`config.mk`:
```
export PLATFORM = sky130hd
export DESIGN_NAME = dmem_arbiter_flat
export DESIGN_NICKNAME = d
export VERILOG_FILES = /design/src/rtl/dmem_arbiter_if.sv /design/src/rtl/dmem_arbiter.sv /design/src/flat_wrapper.sv
export SDC_FILE = /design/constraint.sdc
export NUM_CORES = 1
export LEC_CHECK = 0
export BUFFER_PORTS_ARGS = -buffer_cell sky130_fd_sc_hd__buf_2
export CAP_MARGIN = 30
export CORE_ASPECT_RATIO = 1.1
export CORE_MARGIN = 2
export CORE_UTILIZATION = 48
export DETAILED_ROUTE_END_ITERATION = 8
export PLACE_DENSITY = 0.85
export SLEW_MARGIN = 15
export SYNTH_ARGS = -nofsm -noshare
export SYNTH_HDL_FRONTEND = slang
export SYNTH_SLANG_ARGS = --single-unit
```
`constraint.sdc`:
```
create_clock -name clk -period 5.9 [get_ports clk]
set_clock_uncertainty 0.1 [all_clocks]
set_input_delay 0.295 -clock clk [delete_from_list [all_inputs] [get_ports clk]]
set_output_delay 0.295 -clock clk [all_outputs]
set_load 0.01 [all_outputs]
```
`src/rtl/dmem_arbiter_if.sv`:
```
// Requester-side bus of the data-memory arbiter: one instance per requester.
// The requester drives req and the access fields; the arbiter answers with a
// one-cycle gnt pulse, then a one-cycle valid pulse carrying rdata/err.
interface dmem_arbiter_if;
  logic        req;
  logic        we;
  logic [1:0]  size;
  logic        sgn;
  logic [31:0] addr;
  logic [31:0] wdata;
  logic        gnt;
  logic        valid;
  logic        err;
  logic [31:0] rdata;

  modport master (
    output req, we, size, sgn, addr, wdata,
    input  gnt, valid, err, rdata
  );

  modport slave (
    input  req, we, size, sgn, addr, wdata,
    output gnt, valid, err, rdata
  );
endinterface

```
`src/rtl/dmem_arbiter.sv`:
```
// Two-port round-robin sequencer in front of a single-cycle byte-addressed
// data memory. Requester A is the CPU load/store path, B the debug/loader.
// Each access takes IDLE/DONE -> ACCESS (gnt, memory driven) -> DONE (valid),
// so a continuously requesting port can complete every second cycle.
// Optional feature: define DMEM_ARB_BOUNDS_CHECK_EN to flag any access whose
// aligned word extends past MEM_BYTES as an error.
module dmem_arbiter #(
  parameter int MEM_BYTES    = 128,
  parameter bit RESET_PRIO_B = 1'b0
) (
  input  logic          clk,
  input  logic          rst,
  dmem_arbiter_if.slave a,
  dmem_arbiter_if.slave b,
  output logic [31:0]   daddr,
  output logic [31:0]   dwdata,
  output logic [3:0]    we,
  input  logic [31:0]   drdata
);

`ifdef DMEM_ARB_BOUNDS_CHECK_EN
  localparam bit BOUNDS_EN = 1'b1;
`else
  localparam bit BOUNDS_EN = 1'b0;
`endif

  typedef enum logic [1:0] {
    IDLE   = 2'd0,
    ACCESS = 2'd1,
    DONE   = 2'd2
  } state_t;

  state_t state;
  logic   prio_b;

  // Access context latched at grant time, consumed in ACCESS
  logic       port_p1;
  logic       st_p1;
  logic [1:0] size_p1;
  logic       sgn_p1;
  logic [1:0] lo_p1;
  logic       err_p1;

  logic        pick_a;
  logic        pick_b;
  logic        sel_we;
  logic [1:0]  sel_size;
  logic        sel_sgn;
  logic [31:0] sel_addr;
  logic [31:0] sel_wdata;
  logic [32:0] sel_end;
  logic        sel_oob;
  logic        sel_err;

  // Half must sit on an even address, word on a multiple of four; size 3 is illegal
  function automatic logic misaligned(input logic [1:0] size, input logic [1:0] lo);
    logic r;
    case (size)
      2'd0:    r = 1'b0;
      2'd1:    r = lo[0];
      2'd2:    r = (lo != 2'd0);
      default: r = 1'b1;
    endcase
    return r;
  endfunction

  function automatic logic [3:0] byte_en(input logic [1:0] size, input logic [1:0] lo);
    logic [3:0] r;
    case (size)
      2'd0:    r = 4'b0001 << lo;
      2'd1:    r = lo[1] ? 4'b1100 : 4'b0011;
      default: r = 4'b1111;
    endcase
    return r;
  endfunction

  // Store data is replicated across all lanes so byte enables alone pick the target
  function automatic logic [31:0] store_data(input logic [1:0] size, input logic [31:0] wd);
    logic [31:0] r;
    case (size)
      2'd0:    r = {4{wd[7:0]}};
      2'd1:    r = {2{wd[15:0]}};
      default: r = wd;
    endcase
    return r;
  endfunction

  function automatic logic [31:0] load_data(input logic [1:0] size, input logic sgn,
                                            input logic [1:0] lo, input logic [31:0] rd);
    logic [7:0]  b8;
    logic [15:0] h16;
    logic [31:0] r;
    b8  = rd[8*lo +: 8];
    h16 = rd[16*lo[1] +: 16];
    case (size)
      2'd0:    r = sgn ? {{24{b8[7]}}, b8} : {24'd0, b8};
      2'd1:    r = sgn ? {{16{h16[15]}}, h16} : {16'd0, h16};
      default: r = rd;
    endcase
    return r;
  endfunction

  // Round-robin winner selection and per-access checks on the winner's fields
  always_comb begin
    pick_a    = a.req && (!b.req || !prio_b);
    pick_b    = b.req && (!a.req || prio_b);
    sel_we    = pick_b ? b.we    : a.we;
    sel_size  = pick_b ? b.size  : a.size;
    sel_sgn   = pick_b ? b.sgn   : a.sgn;
    sel_addr  = pick_b ? b.addr  : a.addr;
    sel_wdata = pick_b ? b.wdata : a.wdata;
    sel_end   = {1'b0, sel_addr[31:2], 2'b00} + 33'd3;
    sel_oob   = (sel_end >= 33'(MEM_BYTES));
    sel_err   = misaligned(sel_size, sel_addr[1:0]) || (sel_oob && BOUNDS_EN);
  end

  // Sequencer FSM with registered grant, completion and memory-side outputs
  always_ff @(posedge clk or posedge rst) begin
    if (rst) begin
      state   <= IDLE;
      prio_b  <= RESET_PRIO_B;
      a.gnt   <= 1'b0;
      a.valid <= 1'b0;
      a.err   <= 1'b0;
      a.rdata <= 32'd0;
      b.gnt   <= 1'b0;
      b.valid <= 1'b0;
      b.err   <= 1'b0;
      b.rdata <= 32'd0;
      daddr   <= 32'd0;
      dwdata  <= 32'd0;
      we      <= 4'd0;
    end else begin
      a.gnt   <= 1'b0;
      b.gnt   <= 1'b0;
      a.valid <= 1'b0;
      b.valid <= 1'b0;
      daddr   <= 32'd0;
      dwdata  <= 32'd0;
      we      <= 4'd0;
      case (state)
        IDLE, DONE: begin
          if (pick_a || pick_b) begin
            state   <= ACCESS;
            port_p1 <= pick_b;
            st_p1   <= sel_we;
            size_p1 <= sel_size;
            sgn_p1  <= sel_sgn;
            lo_p1   <= sel_addr[1:0];
            err_p1  <= sel_err;
            a.gnt   <= pick_a;
            b.gnt   <= pick_b;
            daddr   <= sel_addr;
            dwdata  <= sel_we ? store_data(sel_size, sel_wdata) : 32'd0;
            we      <= (sel_we && !sel_err) ? byte_en(sel_size, sel_addr[1:0]) : 4'd0;
            if (a.req && b.req)
              prio_b <= pick_a;
          end else begin
            state <= IDLE;
          end
        end
        ACCESS: begin
          state <= DONE;
          if (port_p1) begin
            b.valid <= 1'b1;
            b.err   <= err_p1;
            b.rdata <= (st_p1 || err_p1) ? 32'd0 : load_data(size_p1, sgn_p1, lo_p1, drdata);
          end else begin
            a.valid <= 1'b1;
            a.err   <= err_p1;
            a.rdata <= (st_p1 || err_p1) ? 32'd0 : load_data(size_p1, sgn_p1, lo_p1, drdata);
          end
        end
        default: state <= IDLE;
      endcase
    end
  end

endmodule

```
`src/flat_wrapper.sv`:
```
// flat-port wrapper written by rule: the top's interface ports become plain ports
module dmem_arbiter_flat 
#(
  parameter int MEM_BYTES    = 128,
  parameter bit RESET_PRIO_B = 1'b0
)
  (clk, rst, daddr, dwdata, we, drdata, a_req, a_we, a_size, a_sgn, a_addr, a_wdata, a_gnt, a_valid, a_err, a_rdata, b_req, b_we, b_size, b_sgn, b_addr, b_wdata, b_gnt, b_valid, b_err, b_rdata);
  dmem_arbiter_if a_i ();
  dmem_arbiter_if b_i ();
  input  logic clk;
  input  logic rst;
  output logic [31:0] daddr;
  output logic [31:0] dwdata;
  output logic [3:0] we;
  input  logic [31:0] drdata;
  input wire logic [$bits(a_i.req)-1:0] a_req;
  input wire logic [$bits(a_i.we)-1:0] a_we;
  input wire logic [$bits(a_i.size)-1:0] a_size;
  input wire logic [$bits(a_i.sgn)-1:0] a_sgn;
  input wire logic [$bits(a_i.addr)-1:0] a_addr;
  input wire logic [$bits(a_i.wdata)-1:0] a_wdata;
  output wire logic [$bits(a_i.gnt)-1:0] a_gnt;
  output wire logic [$bits(a_i.valid)-1:0] a_valid;
  output wire logic [$bits(a_i.err)-1:0] a_err;
  output wire logic [$bits(a_i.rdata)-1:0] a_rdata;
  input wire logic [$bits(b_i.req)-1:0] b_req;
  input wire logic [$bits(b_i.we)-1:0] b_we;
  input wire logic [$bits(b_i.size)-1:0] b_size;
  input wire logic [$bits(b_i.sgn)-1:0] b_sgn;
  input wire logic [$bits(b_i.addr)-1:0] b_addr;
  input wire logic [$bits(b_i.wdata)-1:0] b_wdata;
  output wire logic [$bits(b_i.gnt)-1:0] b_gnt;
  output wire logic [$bits(b_i.valid)-1:0] b_valid;
  output wire logic [$bits(b_i.err)-1:0] b_err;
  output wire logic [$bits(b_i.rdata)-1:0] b_rdata;
  assign a_i.req = a_req;
  assign a_i.we = a_we;
  assign a_i.size = a_size;
  assign a_i.sgn = a_sgn;
  assign a_i.addr = a_addr;
  assign a_i.wdata = a_wdata;
  assign a_gnt = a_i.gnt;
  assign a_valid = a_i.valid;
  assign a_err = a_i.err;
  assign a_rdata = a_i.rdata;
  assign b_i.req = b_req;
  assign b_i.we = b_we;
  assign b_i.size = b_size;
  assign b_i.sgn = b_sgn;
  assign b_i.addr = b_addr;
  assign b_i.wdata = b_wdata;
  assign b_gnt = b_i.gnt;
  assign b_valid = b_i.valid;
  assign b_err = b_i.err;
  assign b_rdata = b_i.rdata;
  dmem_arbiter #(.MEM_BYTES(MEM_BYTES), .RESET_PRIO_B(RESET_PRIO_B)) u_core (.clk(clk), .rst(rst), .a(a_i), .b(b_i), .daddr(daddr), .dwdata(dwdata), .we(we), .drdata(drdata));
endmodule
```
==> impl_metrics.csv, run 1 <==
group,metric,value,unit
timing,setup_viol,0,
setup_path,crit_fanout,50,
synth,synth.distinct_cells,61,
hold_path,hold_path_class,"in -> reg",
cts,cts.clk_slew.worst_paths,0.06,ns
power_and_ir_drop,power_frac_seq,0.400,
setup_path,cp-start-kind,"register",
synth,ys_warn_count,0,
setup_path,crit_type,"reg -> reg",
flow_run,timing.max_cap.violations,0,
final_layout,antennaDiodeCount,0,
place,post-dp-hpwl,16.5,mm
cts,htreeDepth,4,
drt,drt_pre_antenna_iters,5,
cts,clk_latency,0.41,ns
place,gp_congestion,0.949,
power_and_ir_drop,power_frac_comb,0.275,
drt,wl_per_cell,18.6,um
drt,wirelength,23.0,mm
power_and_ir_drop,ir_drop,0.187,mV
power_and_ir_drop,leakagePower,4.90,nW
setup_path,critical-path-slowest-cell,"inv_1",
synth,async_reset_ff_frac,0.946,
timing,rsz0062_at_grt,"false",
timing,fin_hold_ws,0.0110,ns
synth,synth.top_cells.by_count,"dfrtp_1 (141), nand2_1 (139), o21ai_0 (52)",
timing,fin_crit_sh,0.484,
die,row_count,47,
timing,fmax,0.350,GHz
final_layout,multi_input_area,0.00317,mm2
drt,ant_nets,0,
setup_path,cp.required,6.11,ns
timing,hold_viol_final,0,
cts,cts_buffers,17,
timing,period_minus_slack,2.85,ns
setup_path,path_cells,"and2b_1, nand2_2, inv_1, nand3_2, o211ai_1",
power_and_ir_drop,swShare,0.328,
synth,synth.yosys.seq_area_share,0.515,
setup_path,path_delay_family,"simple AND/OR/NAND/NOR gates",
timing,drv_slew,0,
synth,syn_inst,745,
die,initial_core_util,0.488,
power_and_ir_drop,power.share.clock,0.326,
cts,cts_tree,"built",
cts,holdBufCountCts,10,
die,fp.dieH,133,um
synth,yosysMostFrequentCell,"dfrtp_1",
drt,avgViaCountPerCell,5.74,
global_route,antenna_found_initial,0,
drt,post-route-drc-count,0,
cts,postCtsSetupBuffers,0,
setup_path,arrival,3.07,ns
synth,netlist_area,0.00731,mm2
place,io_buffers,309,
setup_path,endpoint_kind,"register",
final_layout,syn_to_final_growth,30.8,%
final_layout,nNetsFinal,1199,
final_layout,regArea,0.00377,mm2
global_route,grt_pass1_wl,35.0,mm
setup_path,cp_slowest_stage_delay,0.74,ns
final_layout,drive_above_1_share,0.371,
final_layout,fin_area,0.00957,mm2
power_and_ir_drop,internal_power,2.21,mW
global_route,grt_max_degree,78,
timing,slew_headroom,0.400,
synth,synth_top_area_share,0.483,
timing,tns,0,ns
die,dieWidth,122,um
global_route,grt_pass1_vias,6727,
die,core,0.0150,mm2
synth,synth_edf_count,8,
place,dpl_cell_area,0.00883,mm2
drt,drtIter0Drc,566,
setup_path,path_buf_inv,1,
power_and_ir_drop,power_density,343,mW/mm2
power_and_ir_drop,power_switching,1.07,mW
timing,tightest_slew,0.893,ns
drt,num_vias,7098,
cts,root_buffer,"clkbuf_16",
global_route,grt_remaining_overflow,0,
synth,syn_nets,917,
outcome,status,"complete, no violations",
global_route,grt_usage,0.278,
final_layout,fillers,1243,
synth,synth.largest_area_cell,"dfrtp_1",
synth,synth.area.top_cells,"dfrtp_1 (48%), nand2_1 (7.1%), a221oi_1 (3.7%), o21ai_0 (3.6%), edfxtp_1 (3.3%)",
synth,synth-seq-cells,149,
die,dieArea,0.0162,mm2
cts,clockBufferDepth,2,
die,ios,310,
synth,synthFlopType,"dfrtp_1",
cts,post_cts_resized,0,
cts,clock_sinks,149,
synth,postSynthAreaPerCell,9.81,um2
[layer usage]
layer	track usage	vias to the layer above	share of wire	wire (um)
met4	0.122	0	0.040	928
met5	0	-	0	0
li1	-	3252	-	-
met3	0.0741	64	0.092	2110
met1	0.348	3382	0.37	8520
met2	0.455	400	0.50	11400
[through the flow]
stage,std cells,utilization,worst slack [ns],power [mW]
global route,1236,0.638,2.78,3.44
floorplan,745,-,1.72,1.85
detailed placement,1191,0.589,2.98,2.21
finish,1236,0.638,3.05,3.28
global placement,1189,0.588,3.05,2.18
CTS,1233,0.635,3.06,3.28
[cell families (layout without fill, tap and decap cells)]
group,Yosys count,count (layout),synth area share
AND/OR/NAND/NOR,255,255,0.162
AO/OA/AOI/OAI,225,225,0.217
flip-flops,149,149,0.515
buffers and inverters,78,373,0.0508
multiplexers,35,35,0.0513
XOR/XNOR,3,3,0.00359
[cell type report]
type / instances / share of cell area
Sequential cell: 149 / 0.394
Multi-Input combinational cell: 518 / 0.332
Timing Repair Buffer: 327 / 0.181
Clock buffer: 22 / 0.0517
Tap cell: 196 / 0.0256
Clock inverter: 10 / 0.00994
Inverter: 14 / 0.00602
[path summary, 6_finish.rpt]
check / slack [ns] / end / from / cells past startpoint
setup reg to reg: 3.05 / u_core.b.rdata[19] / u_core.state[0] / 5
hold reg to reg: 0.38 / u_core.b.rdata[2] / u_core.b.rdata[2] / 2
setup / recovery: 3.05 / u_core.b.rdata[19] / u_core.state[0] / 5
hold / removal: 0.01 / u_core.daddr[29] / b_addr[29] / 3
max in group asynchronous: 3.89 / u_core.b.valid / rst / 4
min in group asynchronous: 0.47 / u_core.b.gnt / rst / 3
[registers in the layout, summed over array words and instances, names as in the netlist, 2 cells and up]
register	flops
u_core.we	4
u_core.daddr	32
u_core.size_p1	2
u_core.state	2
u_core.b.rdata	32
u_core.lo_p1	2
u_core.a.rdata	32
u_core.dwdata	32
[power groups by stage]
stage               sequential (mW)  clock, mW  combinational, mW
floorplan                      1.39          0              0.461
global placement               1.32          0              0.856
detailed placement             1.33          0              0.881
CTS                            1.31       1.08              0.892
global route                   1.33       1.13              0.983
finish                         1.31       1.07              0.901
[worst reg2reg max path: cells and delay by family (launching register included)]
kind	cells	cell delay, ns
flip-flops	1	0.46
AO/OA/AOI/OAI	1	0.23
AND/OR/NAND/NOR	3	1.20
buffers and inverters	1	0.77
[placed cells by master, fill, tap and decap left out, types with 3 or more instances in the layout]
master / instances
mux2i_1: 23
inv_2: 3
nor3b_1: 4
mux2_2: 8
a211o_1: 8
mux2i_2: 4
clkinvlp_4: 3
and3_1: 26
o21ai_0: 52
buf_2: 309
a21oi_1: 39
nand3_1: 13
inv_1: 10
o22ai_1: 9
nand2b_1: 9
a221oi_1: 31
a221oi_2: 3
a211oi_1: 16
nor2_1: 38
nor2b_1: 9
dfrtp_1: 141
o221ai_1: 8
buf_4: 5
edfxtp_1: 8
clkbuf_16: 17
a21boi_0: 8
clkbuf_8: 5
nand2_1: 139
dlygate4sd3_1: 10
o211ai_1: 32
No activity file was read; power rests on OpenSTA's default activity.
==> run 2: changes to the inputs <==
- ABC_AREA: unset -> 1
- CORE_UTILIZATION: 48 -> 43
- PLACE_DENSITY: 0.85 -> 0.82
- clock period: 5.9 -> 2.6 ns (I/O delays scaled with it)
==> impl_metrics.csv, run 2 <==
group,metric,value,unit
synth,synth_top_area_share,0.505,
final_layout,final_common_cell,"nand2_1",
cts,clock_sinks,149,
place,io_buffers,309,
synth,synth.top_cells.by_count,"nand2_1 (314), dfrtp_1 (141), a21oi_1 (53), nor2_1 (53), inv_1 (52)",
timing,fin_ws,0.0850,ns
outcome,status,"complete, no violations",
timing,period_minus_slack,2.51,ns
timing,tns,0,ns
place,place_inst,1336,
die,ios,310,
synth,syn_nets,1031,
final_layout,fin_area,0.0102,mm2
cts,postCtsSetupBuffers,0,
cts,htreeDepth,4,
timing,rsz0062_at_grt,"false",
final_layout,fin_cells,1462,
synth,async_reset_ff_frac,0.946,
power_and_ir_drop,power_frac_seq,0.374,
cts,cts_tree,"built",
cts,clockBufferDepth,2,
drt,drtIter0Drc,623,
drt,wl_per_cell,18.3,um
global_route,grt_max_degree,62,
power_and_ir_drop,leakagePower,5.86,nW
power_and_ir_drop,power_switching,3.12,mW
synth,netlist_area,0.00698,mm2
drt,drt_pre_antenna_iters,7,
final_layout,syn_to_final_growth,46.1,%
setup_path,cp-start-kind,"register",
final_layout,layout.cells.most_common_list,"nand2_1 (314), buf_2 (309), dfrtp_1 (141)",
cts,root_buffer,"clkbuf_16",
power_and_ir_drop,power_frac_comb,0.336,
die,dieWidth,126,um
global_route,grt_remaining_overflow,0,
drt,avgViaCountPerCell,5.34,
flow_run,timing.max_cap.violations,0,
die,dieArea,0.0173,mm2
power_and_ir_drop,power_density,841,mW/mm2
global_route,grt_pass1_vias,7598,
setup_path,crit_type,"reg -> reg",
setup_path,cp_slowest_stage_delay,0.63,ns
timing,slew_headroom,0.511,
timing,fin_crit_sh,0.967,
place,dp_slack,0.379,ns
global_route,antenna_found_initial,0,
setup_path,endpoint_kind,"register",
synth,ys_warn_count,0,
power_and_ir_drop,swShare,0.364,
synth,synth-seq-cells,149,
synth,synth_edf_count,8,
global_route,grt_usage,0.305,
setup_path,arrival,2.71,ns
timing,tightest_slew,0.731,ns
die,row_count,48,
synth,synth.area.top_cells,"dfrtp_1 (51%), nand2_1 (17%), a21oi_1 (3.8%), o21ai_0 (3.5%), edfxtp_1 (3.4%)",
final_layout,drive_above_1_share,0.322,
hold_path,hold_path_class,"in -> reg",
final_layout,nNetsFinal,1421,
cts,clk_latency,0.42,ns
timing,fmax,0.398,GHz
die,core,0.0158,mm2
timing,drv_slew,0,
drt,num_vias,7800,
place,dpl_cell_area,0.00866,mm2
cts,cts_buffers,17,
setup_path,critical-path-slowest-cell,"dlygate4sd3_1",
synth,yosysMostFrequentCell,"nand2_1",
drt,ant_nets,0,
setup_path,path_cells,"inv_1, nand2_1, nand2_2, nor2_2, nor2_4, buf_4, a21oi_1, dlygate4sd3_1",
synth,syn_inst,859,
drt,wirelength,26.7,mm
synth,synth.largest_area_cell,"dfrtp_1",
setup_path,crit_fanout,33,
power_and_ir_drop,power.share.clock,0.290,
global_route,grt_pass1_wl,40.9,mm
setup_path,path_buf_inv,3,
place,post-dp-hpwl,16.7,mm
place,gp_congestion,0.889,
synth,synthFlopType,"dfrtp_1",
synth,synth.distinct_cells,25,
cts,cts.clk_slew.worst_paths,0.07,ns
die,initial_core_util,0.442,
setup_path,cp.required,2.80,ns
power_and_ir_drop,ir_drop,0.481,mV
synth,postSynthAreaPerCell,8.13,um2
timing,hold_viol_final,0,
die,fp.dieH,138,um
final_layout,fillers,1251,
final_layout,antennaDiodeCount,0,
timing,setup_viol,0,
drt,post-route-drc-count,0,
setup_path,path_delay_family,"buffers and inverters",
synth,synth.yosys.seq_area_share,0.540,
power_and_ir_drop,internal_power,5.46,mW
-- run 2: tightest hold or removal path, cell delays in order --
cell and delay, ns:
buf_2 0.07, nand2_1 0.04, o21ai_0 0.09, inv_1 0.06, nor2_1 0.09
-- run 2: cell type report --
type / count / area [um2] / area share
Sequential cell: 149 / 3770 / 0.369
Multi-Input combinational cell: 606 / 2760 / 0.271
Timing Repair Buffer: 418 / 2620 / 0.256
Clock buffer: 19 / 443 / 0.0434
Tap cell: 200 / 250 / 0.0245
Inverter: 57 / 218 / 0.0213
Clock inverter: 13 / 146 / 0.0143
-- run 2: per-stage QoR --
| step | util | power, mW | hold WS [ns] |
|---|---|---|---|
| finish | 0.646 | 8.58 | 0.0133 |
| global route | 0.646 | 9.03 | 0.0213 |
| CTS | 0.645 | 8.49 | 0.00301 |
| detailed placement | 0.548 | 5.77 | 0.202 |
| global placement | 0.548 | 5.73 | 0.195 |
| floorplan | - | 4.70 | 0.168 |
-- run 2: cells by family after synthesis --
logic type,share of synthesized area
AO/OA/AOI/OAI,0.0957
buffers and inverters,0.0674
flip-flops,0.540
AND/OR/NAND/NOR,0.297
-- run 2: power by group through the flow --
stage | logic (mW) | registers [mW] | clock network [mW]
after floorplan | 1.24 | 3.46 | 0
after global placement | 2.51 | 3.21 | 0
after detailed placement | 2.55 | 3.22 | 0
after CTS | 2.79 | 3.19 | 2.51
after global routing | 3.14 | 3.26 | 2.63
final | 2.88 | 3.21 | 2.49
-- run 2: per-layer routing --
metal / global-route usage / vias to the layer above / share of wire
li1: - / 3549 / -
met1: 0.350 / 3591 / 0.36
met2: 0.522 / 540 / 0.50
met3: 0.0800 / 120 / 0.089
met4: 0.172 / 0 / 0.058
met5: 0 / - / 0
-- run 2: path summary, 6_finish.rpt --
kind | startpoint | to | slack [ns] | cells past startpoint
worst min register to register | u_core.a.rdata[21] | u_core.a.rdata[21] | 0.38 | 2
min in group asynchronous | rst | u_core.a.rdata[12] | 0.31 | 3
worst max register to register | u_core.prio_b | u_core.daddr[22] | 0.09 | 8
max in group asynchronous | rst | u_core.dwdata[15] | 1.27 | 4
worst max-delay path | u_core.prio_b | u_core.daddr[22] | 0.09 | 8
worst min-delay path | a_wdata[5] | u_core.dwdata[5] | 0.01 | 5
-- run 2: repair_timing --
action	CTS	global route
gates resized for setup	0	2
endpoints found under the setup margin	0	4
hold buffers	94	0
hold endpoints to repair	86	0
==> run 3: changes to the inputs <==
- CORE_MARGIN: 2 -> 4
- CORE_UTILIZATION: 43 -> 51
- PLACE_DENSITY: 0.82 -> 0.9
- clock period: 2.6 -> 2.9 ns (I/O delays scaled with it)
==> impl_metrics.csv, run 3 (same netlist as run 2, synthesis figures left out) <==
group,metric,value,unit
setup_path,arrival,2.65,ns
cts,clockBufferDepth,2,
drt,post-route-drc-count,0,
timing,setup_viol,0,
setup_path,endpoint_kind,"register",
hold_path,hold_path_class,"in -> reg",
cts,post_cts_resized,0,
die,fp.dieH,131,um
drt,avgViaCountPerCell,5.50,
power_and_ir_drop,ir_drop,0.394,mV
global_route,grt_max_degree,80,
timing,slew_headroom,0.479,
setup_path,path_cells,"dlygate4sd3_1, buf_2, inv_1, nand2_1, nand2_4, nand2_1, nand2_4, nand2_2, o21ai_0, nor2_1",
power_and_ir_drop,leakagePower,5.72,nW
die,core,0.0133,mm2
final_layout,nNetsFinal,1389,
drt,drt_pre_antenna_iters,5,
setup_path,crit_fanout,62,
final_layout,fillers,936,
die,dieArea,0.0156,mm2
cts,clk_latency,0.41,ns
setup_path,critical-path-slowest-cell,"dlygate4sd3_1",
drt,wirelength,27.0,mm
global_route,grt_pass1_vias,7623,
timing,tightest_slew,0.781,ns
timing,hold_viol_final,0,
drt,wl_per_cell,19.1,um
cts,root_buffer,"clkbuf_16",
timing,fin_crit_sh,0.850,
global_route,use_met1,0.375,
global_route,grt_remaining_overflow,0,
cts,cts_tree,"built",
place,post-dp-hpwl,17.1,mm
setup_path,crit_type,"in -> reg",
cts,cts_buffers,17,
final_layout,regArea,0.00377,mm2
final_layout,syn_to_final_growth,41.7,%
global_route,grt_pass1_wl,40.2,mm
cts,cts.clk_slew.worst_paths,0.06,ns
power_and_ir_drop,finalPower,7.74,mW
setup_path,cp_slowest_stage_delay,0.55,ns
final_layout,drive_above_1_share,0.327,
final_layout,postLayoutCoreUtil,0.743,
place,gp_congestion,0.950,
cts,postCtsSetupBuffers,0,
drt,ant_nets,0,
global_route,grt_usage,0.335,
global_route,antenna_found_initial,5,
setup_path,cp-start-kind,"input port",
drt,num_vias,7798,
timing,period_minus_slack,2.46,ns
die,initial_core_util,0.524,
global_route,grt.busiest_layer,"met2",
global_route,use_met3,0.0895,
final_layout,final_common_cell,"nand2_1",
cts,clock_sinks,149,
cts,holdBufCountCts,66,
cts,htreeDepth,4,
timing,rsz0062_at_grt,"false",
global_route,grtUsageMet2,0.581,
final_layout,multi_input_area,0.00275,mm2
die,dieWidth,120,um
die,ios,310,
drt,drtIter0Drc,769,
flow_run,timing.max_cap.violations,0,
die,row_count,44,
timing,tns,0,ns
power_and_ir_drop,power_density,782,mW/mm2
outcome,status,"complete, no violations",
final_layout,layout.cells.most_common_list,"nand2_1 (314), buf_2 (309), dfrtp_1 (141)",
place,io_buffers,309,
timing,fmax,0.406,GHz
setup_path,cp.required,3.09,ns
timing,drv_slew,0,
run 3: cell types whose count changed in the layout (fill, tap and decap cells not counted), sizes merged:
cell / before / now
inv: 60 / 59
buf: 324 / 320
clkinv: 5 / 2
diode: 0 / 4
clkinvlp: 3 / 6
bufinv: 2 / 3
dlygate4sd3: 94 / 66
run 3: per-stage QoR:
stage                     std cells  setup WS, ns  instance area [um2]  hold WS (ns)
final                          1418         0.435                 9900        0.0163
after global routing           1418         0.266                 9900        0.0227
after CTS                      1414         0.578                 9890      0.000951
after detailed placement       1316         0.696                 8610         0.222
after global placement         1316         0.764                 8610         0.210
after floorplan                 859         0.892                 6990         0.183
run 3: metal layers:
| layer | wire (um) | up-vias | share of wire |
|---|---|---|---|
| li1 | - | 3473 | - |
| met1 | 9180 | 3599 | 0.34 |
| met2 | 13300 | 593 | 0.49 |
| met3 | 2650 | 131 | 0.098 |
| met4 | 1880 | 2 | 0.070 |
| met5 | 7 | - | 0.00026 |
run 3: path summary, 6_finish.rpt:
| path | from | endpoint | slack [ns] | depth (start not counted) |
|---|---|---|---|---|
| worst min-delay path | b_wdata[8] | u_core.dwdata[8] | 0.02 | 3 |
| worst min register to register | u_core.b.rdata[27] | u_core.b.rdata[27] | 0.37 | 2 |
| min in group asynchronous | rst | u_core.daddr[20] | 0.32 | 4 |
| worst max-delay path | a_req | u_core.dwdata[28] | 0.44 | 10 |
| max in group asynchronous | rst | u_core.dwdata[10] | 1.68 | 4 |
| worst max register to register | u_core.prio_b | u_core.daddr[20] | 0.44 | 8 |
run 3: area by class of cell:
class                           count  share of cell area
Multi-Input combinational cell    606               0.278
Sequential cell                   149               0.381
Clock buffer                       19              0.0448
Tap cell                          184              0.0233
Clock inverter                     13              0.0173
Antenna cell                        4             0.00101
Inverter                           57              0.0220
Timing Repair Buffer              386               0.233
run 3: critical path: cells and delay by family:
family | cells | cell delay (ns)
buffers and inverters | 3 | 0.79
and+or+nand+nor | 6 | 1.39
AOI/OAI and AO/OA | 1 | 0.30
run 3: where the power goes:
| part | switching, mW | internal, mW |
|---|---|---|
| Sequential | 0.279 | 2.61 |
| Combinational | 1.61 | 0.937 |
| Clock | 0.916 | 1.39 |
| Total | 2.80 | 4.93 |
